`src/rtl/led_matrix_pwm.sv`:
```
// ---------------------------------------------------------------------------
// led_matrix_pwm
//
// Row-multiplexed LED matrix driver with per-LED PWM brightness and a
// double-buffered frame store.
//
// Each row dwells BLANK blanking cycles (all rows and columns off), followed by
// (2^BW-1) PWM steps of TICK_DIV cycles each. During the active phase,
// LED (r,c) is lit while front[r][c] > step. Rows scan 0..ROWS-1 cyclically.
//
// The host writes into the back buffer. A swap request is latched and takes
// effect at the next frame start (the first blank cycle of row 0). The write
// and swap decisions are both made on the clock edge that begins that cycle.
// A write on that same edge therefore lands in the buffer that is becoming
// the front buffer, and it is displayed in the new frame.
//
// Ports
//   clk12MHz    : sole clock, rising edge
//   resetn      : asynchronous active-low reset
//   en          : display enable; when low, outputs are off and the scan is
//                 parked in front of row 0
//   wr_en       : back-buffer write strobe
//   wr_row      : back-buffer write row address
//   wr_col      : back-buffer write column address
//   wr_level    : brightness value to store
//   swap_req    : request to exchange the front and back buffers
//   led         : column data, active-low (registered)
//   lcol        : row select, active-low (registered)
//   frame_start : one-cycle pulse on the first blank cycle of row 0
//   swap_ack    : one-cycle pulse in the cycle in which a swap takes effect
// ---------------------------------------------------------------------------
module led_matrix_pwm #(
    parameter int ROWS     = 4,
    parameter int COLS     = 8,
    parameter int BW       = 4,
    parameter int TICK_DIV = 16,
    parameter int BLANK    = 4,
    localparam int RW      = (ROWS > 1) ? $clog2(ROWS) : 1,
    localparam int CW      = (COLS > 1) ? $clog2(COLS) : 1
) (
    input  logic            clk12MHz,
    input  logic            resetn,
    input  logic            en,
    input  logic            wr_en,
    input  logic [RW-1:0]   wr_row,
    input  logic [CW-1:0]   wr_col,
    input  logic [BW-1:0]   wr_level,
    input  logic            swap_req,
    output logic [COLS-1:0] led,
    output logic [ROWS-1:0] lcol,
    output logic            frame_start,
    output logic            swap_ack
);

    localparam int TW = (TICK_DIV > 1) ? $clog2(TICK_DIV) : 1;
    localparam int BLW = (BLANK > 1) ? $clog2(BLANK) : 1;
    localparam logic [BW-1:0] PWM_LAST = BW'((1 << BW) - 2);

    // ST_IDLE is the parked state while the display is disabled. Leaving it
    // lands on the first blank cycle of row 0, so frame_start follows en
    // rising by exactly one cycle.
    typedef enum logic [1:0] {
        ST_IDLE,
        ST_BLANK,
        ST_ACTIVE
    } state_t;

    state_t          state_q, state_d;
    logic [RW-1:0]   row_q, row_d;
    logic [BLW-1:0]  blank_q, blank_d;
    logic [TW-1:0]   tick_q, tick_d;
    logic [BW-1:0]   pwm_q, pwm_d;

    logic            front_sel_q;
    logic            pending_q, pending_d;
    logic            fs_d;
    logic            swap_fire;

    logic [BW-1:0]   frame_mem [2][ROWS][COLS];

    logic [COLS-1:0] led_d;
    logic [ROWS-1:0] lcol_d;
    logic            wr_ok;

    // -----------------------------------------------------------------------
    // Scan sequencer: next-state logic
    // -----------------------------------------------------------------------
    // NOTE: every combinational output gets a default first, so no path
    // through the case/if tree can leave it unassigned and infer a latch.
    always_comb begin
        state_d = state_q;
        row_d   = row_q;
        blank_d = blank_q;
        tick_d  = tick_q;
        pwm_d   = pwm_q;

        if (!en) begin
            state_d = ST_IDLE;
            row_d   = '0;
            blank_d = '0;
            tick_d  = '0;
            pwm_d   = '0;
        end else begin
            case (state_q)
                ST_IDLE: begin
                    state_d = ST_BLANK;
                    row_d   = '0;
                    blank_d = '0;
                    tick_d  = '0;
                    pwm_d   = '0;
                end
                ST_BLANK: begin
                    if (blank_q == BLW'(BLANK - 1)) begin
                        state_d = ST_ACTIVE;
                        tick_d  = '0;
                        pwm_d   = '0;
                    end else begin
                        blank_d = blank_q + 1'b1;
                    end
                end
                ST_ACTIVE: begin
                    if (tick_q == TW'(TICK_DIV - 1)) begin
                        tick_d = '0;
                        if (pwm_q == PWM_LAST) begin
                            state_d = ST_BLANK;
                            blank_d = '0;
                            pwm_d   = '0;
                            row_d   = (row_q == RW'(ROWS - 1)) ? '0 : row_q + 1'b1;
                        end else begin
                            pwm_d = pwm_q + 1'b1;
                        end
                    end else begin
                        tick_d = tick_q + 1'b1;
                    end
                end
                default: state_d = ST_IDLE;
            endcase
        end
    end

    // The upcoming cycle is the first blank cycle of row 0.
    assign fs_d = en && (state_d == ST_BLANK) && (row_d == '0) && (blank_d == '0);

    // A request sampled on the frame-start edge swaps at once; otherwise a
    // previously latched request is honoured there.
    assign swap_fire = fs_d && (pending_q || swap_req);

    always_comb begin
        pending_d = pending_q;
        if (swap_fire) begin
            pending_d = 1'b0;
        end else if (swap_req) begin
            pending_d = 1'b1;
        end
    end

    // -----------------------------------------------------------------------
    // Output decode from the next scan state, so the outputs are registered
    // and aligned with the state they describe.
    // -----------------------------------------------------------------------
    always_comb begin
        led_d  = '1;
        lcol_d = '1;
        if (state_d == ST_ACTIVE) begin
            for (int r = 0; r < ROWS; r++) begin
                lcol_d[r] = (row_d != RW'(r));
            end
            // The front buffer is never written and only changes at frame
            // start, so reading it with the current select is safe here.
            for (int c = 0; c < COLS; c++) begin
                led_d[c] = !(frame_mem[front_sel_q][row_d][c] > pwm_d);
            end
        end
    end

    assign wr_ok = wr_en && (int'(wr_row) < ROWS) && (int'(wr_col) < COLS);

    // -----------------------------------------------------------------------
    // State and output registers
    // -----------------------------------------------------------------------
    // NOTE: sequential state uses non-blocking assignments only, so every
    // register samples pre-edge values regardless of statement order.
    always_ff @(posedge clk12MHz or negedge resetn) begin
        if (!resetn) begin
            state_q     <= ST_IDLE;
            row_q       <= '0;
            blank_q     <= '0;
            tick_q      <= '0;
            pwm_q       <= '0;
            front_sel_q <= 1'b0;
            pending_q   <= 1'b0;
            led         <= '1;
            lcol        <= '1;
            frame_start <= 1'b0;
            swap_ack    <= 1'b0;
        end else begin
            state_q     <= state_d;
            row_q       <= row_d;
            blank_q     <= blank_d;
            tick_q      <= tick_d;
            pwm_q       <= pwm_d;
            pending_q   <= pending_d;
            if (swap_fire) begin
                front_sel_q <= ~front_sel_q;
            end
            led         <= led_d;
            lcol        <= lcol_d;
            frame_start <= fs_d;
            swap_ack    <= swap_fire;
        end
    end

    // -----------------------------------------------------------------------
    // Frame store. The write targets the back buffer as selected before this
    // edge, so a write on the swap edge lands in the new front buffer.
    // -----------------------------------------------------------------------
    // NOTE: the frame store is built from flops and is cleared on reset, so
    // that a reset blanks the picture; this array cannot map to a RAM macro.
    always_ff @(posedge clk12MHz or negedge resetn) begin
        if (!resetn) begin
            for (int b = 0; b < 2; b++) begin
                for (int r = 0; r < ROWS; r++) begin
                    for (int c = 0; c < COLS; c++) begin
                        frame_mem[b][r][c] <= '0;
                    end
                end
            end
        end else if (wr_ok) begin
            frame_mem[~front_sel_q][wr_row][wr_col] <= wr_level;
        end
    end

endmodule

```
`config.mk`:
```
export PLATFORM = sky130hd
export DESIGN_NAME = led_matrix_pwm
export DESIGN_NICKNAME = d
export VERILOG_FILES = /design/src/rtl/led_matrix_pwm.sv
export SDC_FILE = /design/constraint.sdc
export NUM_CORES = 1
export LEC_CHECK = 0
export ABC_AREA = 0
export CAP_MARGIN = 15
export CELL_PAD_IN_SITES_DETAIL_PLACEMENT = 1
export CELL_PAD_IN_SITES_GLOBAL_PLACEMENT = 1
export CORE_UTILIZATION = 47
export CTS_BUF_LIST = sky130_fd_sc_hd__clkbuf_16
export CTS_CLUSTER_DIAMETER = 150
export DETAILED_ROUTE_END_ITERATION = 10
export PLACE_DENSITY_LB_ADDON = 0.1
export SETUP_SLACK_MARGIN = 0.15
export SYNTH_ARGS = -nofsm -noshare
export SYNTH_HDL_FRONTEND = slang
export SYNTH_SLANG_ARGS = --single-unit
```
`constraint.sdc`:
```
create_clock -name clk12MHz -period 2.54 [get_ports clk12MHz]
set_input_delay 0.508 -clock clk12MHz [delete_from_list [all_inputs] [get_ports clk12MHz]]
set_output_delay 0.508 -clock clk12MHz [all_outputs]
set_load 0.02 [all_outputs]
```
==> metrics.txt <==
outcome=finished, violations left; failing checks=negative setup slack; initial DRC count=473; drt drc=0; GP Congestion=0.804; Area Overhead vs Synth=25.6%; GRT Util Overall=26.1%; Worst path max stage delay=0.39 ns; area of the multi-input gates=6990 um2; share of layout cells above drive strength 1=42.1%; global-route wire length before repair=62.5 mm; Final Critical Period=2.89 ns; clock skew=0.00997 ns; largest net degree at the start of global routing=74; fill cell count=2969; WHS Endpoint=frame_mem[170]$_DFFE_PN0P_; final setup margin=-0.351 ns; setup TNS=-2.27 ns; Pwr Total=15.6 mW; Critical R2R Launch=pwm_q[0]$_DFF_PN0_; Reg2Reg Depth=16; Worst path top cell family by delay=compound AO/OA/AOI/OAI gates; pre-CTS WS=-0.741 ns; Synth Flop Type=dfrtp_1; overflow left after global routing=0; TritonCTS clock tree=done; flop2flop setup slack=-0.35 ns; power density cells=878 nW/um2; Slew HR=68.8%; crit path from=pwm_q[0]$_DFF_PN0_; HP Start=frame_mem[170]$_DFFE_PN0P_; post-DP HPWL=25.3 mm; Hold Path Class=register to register; Max VDD drop=0.000588 V; Antenna Nets Post-Route=0; Worst-path clk slew=0.06 ns; placed insts=1659; worst-skew pair later-pin latency=0.51 ns; chip height=176 um; Routed WL=39.4 mm; Slew @ Worst Pin=0.468 ns; CP max-delay cell=dfrtp_1; Finished Layout Cells=1741; crit path DAT=3.32 ns; Root Driver=clkbuf_16; top-level I/O count=28; Syn Inst Count=1155; nets@finish=1377; Die Area=30900 um2; CTS buffer count=34; Syn. warnings=0; critical path launch point type=register; Post-Syn Area=14200 um2; Setup CP Type=register to register; most frequent cells in the layout=273 x dfrtp_1, 256 x mux2_2, 143 x buf_4; crit path cell chain=inv_2 -> ha_4 -> and3_4 -> buf_6 -> a21oi_4 -> a311oi_4 -> buf_6 -> inv_6 -> buf_12 -> a21oi_2 -> a22o_1 -> ha_4 -> nor2b_1 -> o21a_1 -> o21a_1 -> o211ai_1; sequential cell area=7180 um2; syn_nets=1205; Final setup viols=8; number of global-route vias before repair=10939; Via density=5.66; CTS sink count=286; vias after detailed routing=9852; PortBufs=27; Avg WL per Cell=22.6 um; Max Slew Vio Count=0; Min-Delay Path Depth=1; die extent in x=176 um; CP endpoint kind=register; RSZ-0062 raised after global routing=yes; CP max FO=8; H-tree depth=2; Leak=8.74 nW; Post-Syn Area per Cell=12.3 um2; fmax=346 MHz; EDFF count, synth=0; antenna cells=0; sequential share of the synthesized area=50.5%; reg-to-reg endpoint=led[3]$_DFF_PN1_; Required @ worst endpoint=2.97 ns; CP bufs+invs=5; Post-synth ARST share=100%; initial antenna violation count=0; number of max-cap violations=0; effective utilization at floorplan=47.9%; period utilization=114%; distinct cell type count after synthesis=45; most common cell after layout, fill and taps aside=dfrtp_1; row count=63; flops & latches, synth=286; clock buffer depth=3; drt first pass iters=4; core area=29600 um2; final-report hold violation count=0
-- registers in the layout, summed over array words and instances (netlist names) --
| signal | cells |
|---|---|
| swap_ack | 1 |
| frame_start | 1 |
| tick_q | 4 |
| front_sel_q | 1 |
| lcol | 4 |
| frame_mem | 256 |
| pwm_q | 4 |
| state_q | 2 |
| led | 8 |
| row_q | 2 |
| blank_q | 2 |
| pending_q | 1 |
-- worst register-to-register path: stages, from the launching register on --
cell      delay (ns)
dfrtp_1         0.39
inv_2           0.08
ha_4            0.15
and3_4          0.21
buf_6           0.11
a21oi_4         0.05
a311oi_4        0.22
buf_6           0.18
inv_6           0.05
buf_12          0.14
a21oi_2         0.12
a22o_1          0.20
ha_4            0.22
nor2b_1         0.13
o21a_1          0.20
o21a_1          0.20
o211ai_1        0.18
-- final cells by class --
class / count / share of cell area [%]
well taps: 390 / 2.74
clock buffers: 37 / 5.19
clock inverters: 23 / 0.969
repair buffers: 208 / 11.4
flip-flops and latches: 286 / 40.3
multi-input cells: 791 / 39.2
inverters: 6 / 0.225
-- power by group --
part	switching, mW	total (mW)	internal [mW]
logic	2.13	4.58	2.45
clock network	1.88	4.79	2.91
registers	0.613	6.28	5.66
total	4.63	15.6	11.0
-- per-stage QoR --
step           hold WS, ns  cell area (um2)  util [%]
5_1_grt              0.515            17800      60.1
6_report             0.503            17800      60.1
3_3_place_gp         0.463            16100      54.2
2_1_floorplan        0.212            14200         -
3_5_place_dp         0.463            16100      54.2
4_1_cts              0.507            17400      58.6
-- what timing repair did --
item                                    4_1_cts  5_1_grt
endpoints found under the hold margin        43        0
hold buffers                                  1        0
resized for setup                            26       47
pin swaps                                    13       26
gates cloned                                  1        3
setup buffers                                 5       12
endpoints found under the setup margin        8       23
-- cells in the mapped netlist, drive strengths merged (2+ instances only) --
| cell | count | area [um2] |
|---|---|---|
| dfrtp | 274 | 6860 |
| mux2 | 256 | 2880 |
| mux2i | 129 | 1290 |
| nand2 | 92 | 345 |
| a21oi | 69 | 417 |
| nor2 | 62 | 233 |
| clkbuf | 44 | 165 |
| ha | 36 | 450 |
| buf | 28 | 158 |
| a22o | 25 | 219 |
| o21a | 18 | 135 |
| nand3 | 16 | 80.1 |
| dfstp | 12 | 315 |
| nor2b | 12 | 75.1 |
| nand4 | 10 | 62.6 |
| o21ai | 10 | 50.1 |
| a22oi | 8 | 60.1 |
| o211ai | 8 | 60.1 |
| and3 | 6 | 37.5 |
| inv | 6 | 22.5 |
| and2 | 5 | 31.3 |
| nor3 | 5 | 36.3 |
| a31oi | 3 | 18.8 |
| nand3b | 3 | 22.5 |
| nor3b | 3 | 22.5 |
| a311oi | 2 | 35.0 |
| or3b | 2 | 17.5 |
-- how the worst max path moves through the flow --
stage                                  end  depth (start not counted)
final                     led[3]$_DFF_PN1_                         16
after global routing      led[6]$_DFF_PN1_                         15
after CTS                 led[1]$_DFF_PN1_                         15
after detailed placement  led[3]$_DFF_PN1_                         13
after global placement    led[6]$_DFF_PN1_                         13
after floorplan           led[3]$_DFF_PN1_                         14
-- layer usage --
metal	track usage (%)	part of all wire, %
met2	43.1	48
met5	0	0
met4	7.17	2.5
met1	36.1	46
met3	3.10	3.2
-- cell families (layout without fill, tap and decap cells) --
family | Yosys count | count (layout) | synth area share (%)
compound gates | 148 | 148 | 7.32
xor+xnor | 1 | 1 | 0.0617
fa+ha+maj | 36 | 36 | 3.17
buf+inv | 78 | 274 | 2.43
flops | 286 | 286 | 50.5
mux | 385 | 385 | 29.4
simple gates | 221 | 221 | 7.09
(Power assumes the default switching activity.)
